**config.mk**
```make
export PLATFORM = sky130hd
export DESIGN_NAME = rx_ibuf_wr_ctrl
export DESIGN_NICKNAME = d
export VERILOG_FILES = /design/src/rtl/rx_ibuf_wr_ctrl_pkg.sv /design/src/rtl/rx_keep2len.sv /design/src/rtl/rx_ibuf_wr_ctrl.sv
export SDC_FILE = /design/constraint.sdc
export NUM_CORES = 1
export LEC_CHECK = 0
export BUFFER_PORTS_ARGS = -buffer_cell sky130_fd_sc_hd__buf_2
export CAP_MARGIN = 20
export CORE_MARGIN = 2
export CORE_UTILIZATION = 25
export DETAILED_ROUTE_END_ITERATION = 8
export PLACE_DENSITY = 0.4
export SLEW_MARGIN = 40
export SYNTH_ARGS = -nofsm -noshare
export SYNTH_HDL_FRONTEND = slang
export SYNTH_SLANG_ARGS = --single-unit
```
**constraint.sdc**
```tcl
create_clock -name clk -period 17.2 [get_ports clk]
set_clock_uncertainty 0.05 [all_clocks]
set_input_delay 1.72 -clock clk [delete_from_list [all_inputs] [get_ports clk]]
set_output_delay 1.72 -clock clk [all_outputs]
set_load 0.05 [all_outputs]
```
**src/rtl/rx_ibuf_wr_ctrl_pkg.sv**
```systemverilog
// rx_ibuf_wr_ctrl_pkg: shared state encodings and constants for the rx buffer write side
package rx_ibuf_wr_ctrl_pkg;
    typedef enum logic [1:0] {ST_IDLE, ST_DATA, ST_HDR, ST_DROP} state_t;
    localparam int HDR_LEN_W   = 16;
    localparam int IBUF_WR_LAT = 2;
endpackage

```
**src/rtl/rx_keep2len.sv**
```systemverilog
// rx_keep2len: byte count of a tkeep mask
module rx_keep2len (
    input  logic [7:0] keep,
    output logic [3:0] len
);
    always_comb begin
        len = '0;
        for (int i = 0; i < 8; i++) len = len + {3'b0, keep[i]};
    end
endmodule

```
**src/rtl/rx_ibuf_wr_ctrl.sv**
```systemverilog
// rx_ibuf_wr_ctrl: stores MAC frames as header+data in the rx buffer and publishes a committed pointer
module rx_ibuf_wr_ctrl
    import rx_ibuf_wr_ctrl_pkg::*;
#(
    parameter int AW        = 10,
    parameter int DW        = 64,
    parameter int MAX_WORDS = 1200
) (
    input  logic          clk,
    input  logic          reset,
    input  logic          s_tvalid,
    input  logic [63:0]   s_tdata,
    input  logic [7:0]    s_tkeep,
    input  logic          s_tlast,
    input  logic          s_tuser,
    output logic [AW-1:0] ibuf_a,
    output logic [DW-1:0] ibuf_d,
    input  logic [AW:0]   rd_ptr,
    output logic [AW:0]   wr_commit,
    output logic [31:0]   cnt_ok,
    output logic [31:0]   cnt_full,
    output logic [31:0]   cnt_bad
);
    localparam int NW = $clog2(MAX_WORDS + 1);

    state_t                          state, state_n;
    logic [AW:0]                     wr_ptr, wr_ptr_n, start, start_n, free, wr_addr;
    logic [NW-1:0]                   nwords, nwords_n;
    logic [HDR_LEN_W-1:0]            bytes, bytes_n, klen_w;
    logic [3:0]                      klen;
    logic [DW-1:0]                   wr_data;
    logic                            hdr_go, inc_full, inc_bad;
    logic [IBUF_WR_LAT-1:0]          pend_v;
    logic [IBUF_WR_LAT-1:0][AW:0]    pend_p;

    rx_keep2len u_keep2len (.keep(s_tkeep), .len(klen));

    assign klen_w = {{(HDR_LEN_W-4){1'b0}}, klen};
    // one slot stays reserved: the RAM is written every cycle at wr_ptr when idle
    assign free = (AW+1)'((1 << AW) - 1) - (wr_ptr - rd_ptr);

    always_comb begin
        state_n  = state;
        wr_ptr_n = wr_ptr;
        start_n  = start;
        nwords_n = nwords;
        bytes_n  = bytes;
        wr_addr  = wr_ptr;
        wr_data  = '0;
        hdr_go   = 1'b0;
        inc_full = 1'b0;
        inc_bad  = 1'b0;
        case (state)
            ST_IDLE: if (s_tvalid) begin
                if (free >= 2) begin
                    start_n  = wr_ptr;
                    wr_addr  = wr_ptr + 1;
                    wr_data  = s_tdata;
                    wr_ptr_n = wr_ptr + 2;
                    nwords_n = NW'(1);
                    bytes_n  = klen_w;
                    state_n  = s_tlast ? ST_HDR : ST_DATA;
                end else begin
                    inc_full = 1'b1;
                    state_n  = s_tlast ? ST_IDLE : ST_DROP;
                end
            end
            ST_DATA: if (s_tvalid) begin
                if (free == '0 || nwords == NW'(MAX_WORDS) || (s_tlast && s_tuser)) begin
                    wr_ptr_n = start;
                    inc_full = free == '0;
                    inc_bad  = free != '0;
                    state_n  = s_tlast ? ST_IDLE : ST_DROP;
                end else begin
                    wr_data  = s_tdata;
                    wr_ptr_n = wr_ptr + 1;
                    nwords_n = nwords + 1;
                    bytes_n  = bytes + klen_w;
                    state_n  = s_tlast ? ST_HDR : ST_DATA;
                end
            end
            ST_HDR: begin
                wr_addr = start;
                wr_data = {{(DW-HDR_LEN_W){1'b0}}, bytes};
                hdr_go  = 1'b1;
                inc_bad = s_tvalid;
                state_n = (s_tvalid && !s_tlast) ? ST_DROP : ST_IDLE;
            end
            default: if (s_tvalid && s_tlast) state_n = ST_IDLE;
        endcase
    end

    always_ff @(posedge clk or posedge reset) begin
        if (reset) begin
            state     <= ST_IDLE;
            wr_ptr    <= '0;
            start     <= '0;
            nwords    <= '0;
            bytes     <= '0;
            ibuf_a    <= '0;
            ibuf_d    <= '0;
            pend_v    <= '0;
            pend_p    <= '0;
            wr_commit <= '0;
            cnt_ok    <= '0;
            cnt_full  <= '0;
            cnt_bad   <= '0;
        end else begin
            state    <= state_n;
            wr_ptr   <= wr_ptr_n;
            start    <= start_n;
            nwords   <= nwords_n;
            bytes    <= bytes_n;
            ibuf_a   <= wr_addr[AW-1:0];
            ibuf_d   <= wr_data;
            // commit trails the header write by the RAM write latency
            pend_v   <= {pend_v[IBUF_WR_LAT-2:0], hdr_go};
            pend_p   <= {pend_p[IBUF_WR_LAT-2:0], wr_ptr};
            if (pend_v[IBUF_WR_LAT-1]) wr_commit <= pend_p[IBUF_WR_LAT-1];
            cnt_ok   <= cnt_ok + 32'(pend_v[0]);
            cnt_full <= cnt_full + 32'(inc_full);
            cnt_bad  <= cnt_bad + 32'(inc_bad);
        end
    end
endmodule

```
### After elaboration in Yosys (flattened, before gate mapping)

Cells that the tools add are included.

| word-level totals | value |
|---|---|
| input bits | 88 |
| word-level logic and storage cells | 94 |
| register bits after elaboration | 256 |
| output and inout bits | 181 |

| cells by class | value |
|---|---|
| order comparisons | 1 |
| reduce and logical (&&, ||, !) cells | 15 |
| $add $sub $neg | 16 |
| multiplexer cells | 41 |
| eq/ne operators | 7 |

Operator list:

| cell | count |
|---|---|
| 64-bit two-way mux | 4 |
| 64-bit one-hot mux with 3 select lines | 1 |
| 32-bit by 1-bit adder with 32-bit output | 3 |
| 11-bit two-way mux | 8 |
| 16-bit two-way mux | 4 |
| 11-bit one-hot mux with 2 select lines | 2 |
| 16-bit one-hot mux with 2 select lines | 1 |
| 4-bit by 1-bit adder with 4-bit output | 6 |
| 11-bit by 1-bit adder with 11-bit output, second input constant | 2 |
| 10-bit two-way mux | 2 |
| 10-bit one-hot mux with 2 select lines | 1 |
| 16-bit by 4-bit adder with 16-bit output | 1 |
| 2-bit two-way mux | 8 |
| 11-bit by 2-bit adder with 11-bit output, second input constant | 1 |
| 11-bit equality test, second input constant | 1 |
| 11-bit by 2-bit greater-or-equal comparator with 1-bit output, second input constant | 1 |
| 11-bit zero test | 1 |
| 11-bit nonzero test | 1 |
| 10-bit by 11-bit subtractor with 11-bit output, first input constant | 1 |
| 11-bit subtractor | 1 |
| 2-bit inequality test, second input constant | 4 |
| 1-bit two-way mux | 7 |
| 2-bit one-hot mux with 3 select lines | 1 |
| 3-bit AND reduction | 2 |
| other kinds (12) | 16 |

### Longest topological paths before layout

| logic depth | value |
|---|---|
| depth in word-level cells | 11 |
| mapped depth | 24 |
| mapped depth without buffers | 22 |

### Hierarchy

A second synthesis with hierarchy kept.

| unflattened totals | value |
|---|---|
| cells, all modules | 1025 |
| area, all modules | 11569.8 µm² |

By module, submodules not included:

| module | area each (µm²) | times used | cells each |
|---|---|---|---|
| rx_ibuf_wr_ctrl | 11377.2 | 1 | 1003 |
| rx_keep2len | 192.7 | 1 | 22 |

### Worst setup path after synthesis

Ideal clock, no wire load.

| timing | value |
|---|---|
| kind | input to register |
| start point | input port rd_ptr[1] |
| end point | register cnt_bad[28] |
| library setup time | 0.142 ns |
| cell stages on the path | 22 |
| setup slack | 11.251 ns |
| arrival | 5.757 ns |
| buffers on the path | 1 |
| data required time | 17.008 ns |
| cells stage by stage | ha_1 > ha_1 > fa_1 > a211oi_2 > o21ai_1 > a21oi_1 > xnor2_1 > a211oi_4 > o21ai_1 > inv_1 > a21oi_1 > o211a_1 > ha_1 > ha_1 > clkbuf_1 > nand3_1 > nor3_1 > and4_1 > inv_1 > nor2_1 > nand2_1 > xnor2_1 |

| on the way | value |
|---|---|
| cells in the longest elaborated chain, start to end | 9 |
| elaborated cells between the ends (all ways) | 10 |
| classes of those cells | 3 x add/sub; 3 x mux; 4 x reduce/logical |

RTL lines:

| item | line | RTL |
|---|---|---|
| from (decl) | rx_ibuf_wr_ctrl.sv:18 | `input logic [AW:0] rd_ptr,` |
| 11-bit subtractor (*) | rx_ibuf_wr_ctrl.sv:40 | `assign free = (AW+1)'((1 << AW) - 1) - (wr_ptr - rd_ptr);` |
| 10-bit by 11-bit subtractor with 11-bit output (*) | rx_ibuf_wr_ctrl.sv:40 |  |
| 11-bit zero test | rx_ibuf_wr_ctrl.sv:69 | `if (free == '0 \|\| nwords == NW'(MAX_WORDS) \|\| (s_tlast && s_tuser)) begin` |
| 1-bit logical OR (2 in a row) | rx_ibuf_wr_ctrl.sv:69 |  |
| 1-bit two-way mux (*) | rx_ibuf_wr_ctrl.sv:69 |  |
| 1-bit two-way mux (*) | rx_ibuf_wr_ctrl.sv:68 | `ST_DATA: if (s_tvalid) begin` |
| 1-bit one-hot mux with 2 select lines (*) | rx_ibuf_wr_ctrl.sv:53 | `case (state)` |
| 32-bit by 1-bit adder with 32-bit output (*) | rx_ibuf_wr_ctrl.sv:122 | `cnt_bad <= cnt_bad + 32'(inc_bad);` |
| to (signal assigned) | rx_ibuf_wr_ctrl.sv:122 |  |
| to (decl) | rx_ibuf_wr_ctrl.sv:22 | `output logic [31:0] cnt_bad` |

Mark *: on every way between the ends. The rest lies on a longest branch, timed or not.
A chain may end at the register's enable or synchronous reset.

### Final worst setup path

| timing | value |
|---|---|
| start point | input port rd_ptr[1] |
| end point | register cnt_full[28] |

| on the way | value |
|---|---|
| cells in the longest elaborated chain, start to end | 9 |
| elaborated cells between the ends (all ways) | 12 |
| classes of those cells | 3 x add/sub; 1 x order compare; 5 x mux; 3 x reduce/logical |

RTL lines:

| item | line | RTL |
|---|---|---|
| 11-bit subtractor (*) | rx_ibuf_wr_ctrl.sv:40 |  |
| 10-bit by 11-bit subtractor with 11-bit output (*) | rx_ibuf_wr_ctrl.sv:40 |  |
| branches (longest 5 deep; another with 11-bit by 2-bit greater-or-equal comparator with 1-bit output) | - |  |
| 1-bit one-hot mux with 2 select lines (*) | rx_ibuf_wr_ctrl.sv:53 |  |
| 32-bit by 1-bit adder with 32-bit output (*) | rx_ibuf_wr_ctrl.sv:121 | `cnt_full <= cnt_full + 32'(inc_full);` |
| to (signal assigned) | rx_ibuf_wr_ctrl.sv:121 |  |
| to (decl) | rx_ibuf_wr_ctrl.sv:21 | `output logic [31:0] cnt_full,` |

Mark *: on every way between the ends.

==> impl_results.rst <==
.. list-table::
   :header-rows: 1

   * - Metric
     - Value
   * - Number of synthesized register bits
     - around 260
   * - Setup TNS Final
     - 0 ns
   * - Number of top-level pins
     - 269
   * - Most common cell type on the critical path
     - sky130_fd_sc_hd__ha_1
   * - Sequential area share after synthesis
     - 0.550
   * - Placed wire-length estimate after detailed placement
     - 23.2 mm
   * - Sort of element at the end of the critical path
     - flop
   * - Clock buffer count from CTS
     - 34
   * - Area enclosed by the die boundary
     - roughly 48000 um2
   * - Area growth from synthesis to layout
     - 26.9%
   * - Startpoint of the most critical hold path
     - pend_p[9]$_DFF_PP0_
   * - GR Overflow Total
     - 0
   * - Count of unique library cells instantiated by Yosys
     - between 60 and 70
   * - Number of vias after detailed routing
     - a little under 9000
   * - FF-to-FF Start
     - wr_ptr[0]$_DFFE_PP0P_
   * - Cell family contributing the most delay on the critical path
     - simple AND/OR/NAND/NOR gates
   * - Static Leak
     - approximately 0.0074 uW
   * - Clock tree from TritonCTS
     - done
   * - Syn nets
     - between 1000 and 1500
   * - First-pass GRT wire length
     - 50.2 mm
   * - Top cell type's share of synthesized area
     - 0.550
   * - Outcome
     - finished clean
   * - Vertical die dimension
     - 220 um
   * - FF-to-FF setup slack
     - 11.64 ns
   * - Area of the placeable core
     - roughly 46000 um2
   * - Die width
     - 220 um
   * - Count of maximum capacitance violations
     - 0
   * - Main area contributors after synthesis
     - sky130_fd_sc_hd__dfrtp_1 (55%), sky130_fd_sc_hd__xnor2_1 (6.1%), sky130_fd_sc_hd__ha_1 (4.7%), sky130_fd_sc_hd__and2_1 (2.7%), sky130_fd_sc_hd__nand2_1 (2.6%)
   * - Slew HR
     - 0.468
   * - Min Clock Period, post-route
     - between 6 and 7 ns
   * - Antenna violations before repair
     - 0
   * - Clock root buffer master
     - sky130_fd_sc_hd__clkbuf_16
   * - Count of cells resized by post-cts repair
     - 0
   * - Fraction of registers with async set/reset
     - 1.00
   * - GPL Wtd Cong
     - roughly 0.78
   * - Crit-path cells
     - buf_2, ha_1, ha_1, fa_1, a211oi_2, nor2_1, mux2i_1, or4b_4, a211oi_4, o21ai_1, nor2_1, ha_1, ha_1, nand2_1, nor2_1, and4_1, nor2b_1, nand4_1, inv_1, nand2_1, xnor2_1
   * - Worst Setup Path Type
     - in -> reg
   * - Number of global-route vias before repair
     - 8810
   * - Required time of the critical path
     - approximately 18 ns
   * - Worst path buffer plus inverter count
     - 2
   * - CTS sink cnt
     - roughly 260
   * - Pwr dens
     - about 160 nW/um2
   * - Remaining DRCs
     - 0
   * - Antenna Cells
     - 0
   * - Clock slew seen by the registers of the worst setup and hold paths
     - 0.05 ns
   * - Detailed-route vias per instance
     - 4.50
   * - Max Buffers Root-to-Sink
     - 3
   * - Number of warning messages in the yosys log
     - 0
   * - Peak supply drop
     - 64.4 uV
   * - Cell count after synthesis
     - around 1000
   * - Total wire length
     - roughly 32 mm
   * - Gate power share
     - 0.364
   * - Initial cell density of the core
     - 0.252
   * - Final setup violation count
     - 0
   * - Count of routing violations after the opening detailed-route iteration
     - between 500 and 600
   * - Syn avg cell area
     - between 10 and 15 um2
   * - Leading register cell type out of synthesis
     - sky130_fd_sc_hd__dfrtp_1
   * - Hold Vio Cnt, Final
     - 0
   * - Nets
     - between 1000 and 1500
   * - Post-detailed-route wirelength per cell
     - ~17 um
   * - RSZ-0062 raised after global routing
     - no
   * - Endpoint arrival time on the critical path
     - 6.48 ns
   * - Most common library cells after synthesis
     - sky130_fd_sc_hd__dfrtp_1 (256), sky130_fd_sc_hd__nand2_1 (82), sky130_fd_sc_hd__xnor2_1 (81)
   * - Number of buffers added for setup after CTS
     - 0
   * - Input/output buffers
     - 268
   * - Pre-antenna DRT Iters
     - 4
   * - Slew Viols, Final
     - 0
   * - Top fanout value on the critical path
     - 7
   * - Count of flip-flops with a built-in enable after synthesis
     - 0
   * - Hold_buf cts
     - 0
   * - Largest area contributor in the netlist
     - sky130_fd_sc_hd__dfrtp_1
   * - Crit path largest cell delay
     - approximately 0.51 ns
   * - Synth Cell Area
     - about 12000 um2
   * - Critical Path Source
     - rd_ptr[1]
   * - Site Rows
     - 79
   * - Share of final-layout standard cells stronger than drive strength 1
     - 0.270
   * - Clock network fraction of design power
     - 0.290
   * - Max Clock Freq
     - about 160 MHz
   * - Pin count of the biggest net entering global routing
     - 84
   * - Crit path launch type
     - input pin
   * - Internal power contribution
     - between 1000 and 1500 uW
   * - Worst path slowest cell
     - sky130_fd_sc_hd__or4b_4
   * - Path category of the worst min-delay check
     - reg -> reg
   * - CTS HTree Levels
     - 2
   * - Proportion of total power due to net switching
     - 0.404
   * - Most used standard cell by instance count after synthesis
     - sky130_fd_sc_hd__dfrtp_1
   * - Part of the cycle the worst path needs
     - 0.357
   * - Skew-Pair Late Insertion Delay
     - 0.53 ns
   * - Sequential power share
     - 0.346
   * - Post-route ant nets
     - 0
   * - Final core utilization
     - 0.319
   * - Switching Power
     - approximately 940 uW
   * - Aggregate global-route resource usage
     - 0.132
   * - Least-Margin Pin Slew
     - slightly below 0.8 ns
## final timing paths
check / end / depth (start not counted)
min in group asynchronous: ibuf_d[36]$_DFF_PP0_ / 2
worst max-delay path: cnt_full[28]$_DFF_PP0_ / 21
worst max register to register: cnt_full[28]$_DFF_PP0_ / 21
max in group asynchronous: wr_commit[8]$_DFFE_PP0P_ / 3
worst min register to register: pend_p[20]$_DFF_PP0_ / 0
worst min-delay path: pend_p[20]$_DFF_PP0_ / 0
## power by group through the flow
| stage | Sequential [uW] | Combinational, uW | Clock (uW) |
|---|---|---|---|
| after global placement | 817 | 852 | 0 |
| after global routing | 824 | 925 | 728 |
| after CTS | 809 | 857 | 703 |
| final | 805 | 847 | 675 |
| after detailed placement | 819 | 854 | 0 |
| after floorplan | 1040 | 396 | 0 |
## cells in the final DEF, fill, tap and decap left out, types with 25 or more instances in the layout
cell type | synthesis | final
sky130_fd_sc_hd__a21oi_1 | 39 | 37
sky130_fd_sc_hd__and2_1 | 51 | 50
sky130_fd_sc_hd__and3_1 | 25 | 25
sky130_fd_sc_hd__buf_2 | 6 | 268
sky130_fd_sc_hd__clkbuf_16 | 0 | 37
sky130_fd_sc_hd__dfrtp_1 | 256 | 256
sky130_fd_sc_hd__ha_1 | 44 | 44
sky130_fd_sc_hd__inv_1 | 41 | 40
sky130_fd_sc_hd__nand2_1 | 82 | 82
sky130_fd_sc_hd__nand3_1 | 60 | 60
sky130_fd_sc_hd__nor2_1 | 59 | 58
sky130_fd_sc_hd__o21ai_0 | 38 | 38
sky130_fd_sc_hd__xnor2_1 | 81 | 81
sky130_fd_sc_hd__xor2_1 | 29 | 29
## sequential cells by signal (all words and copies together), names as in the netlist
name,cells
bytes,16
pend_v,2
wr_ptr,11
ibuf_d,64
pend_p,22
wr_commit,11
cnt_full,32
nwords,11
ibuf_a,10
cnt_ok,32
cnt_bad,32
state,2
start,11
## metal layers
metal / vias up / track usage / share of wire
li1: 4225 / - / -
met1: 4322 / 0.182 / 0.46
met2: 182 / 0.210 / 0.47
met3: 40 / 0.0290 / 0.054
met4: 0 / 0.0351 / 0.016
met5: - / 0 / 0
## layout make-up
type	count	area [um2]
tap	607	759
timing repair buffer	278	1420
clock buffer	48	987
fill	4808	31500
clock inverter	7	66.3
sequential	256	6410
inverter	42	165
multi-input combinational	711	4960
## through the flow
step	hold slack (ns)	total power, uW	setup slack [ns]	instances	area [um2]
CTS	0.296	2370	11.10	1949	14800
floorplan	0.281	1430	8.39	1042	11600
detailed placement	0.285	1670	10.54	1894	13700
global route	0.305	2480	10.66	1949	14800
finish	0.295	2330	11.07	1949	14800
global placement	0.282	1670	10.61	1894	13700
## cell families after synthesis
family                     after synthesis  share of synthesized area
AOI/OAI and AO/OA                      165                     0.0997
xor gates and xnor gates               110                     0.0828
adders and majority gates               50                     0.0576
and+or+nand+nor                        365                      0.164
muxes                                   21                     0.0200
DFF                                    256                      0.550
buffers and inverters                   75                     0.0261
Note: power is estimated with default switching activity, not from simulation.
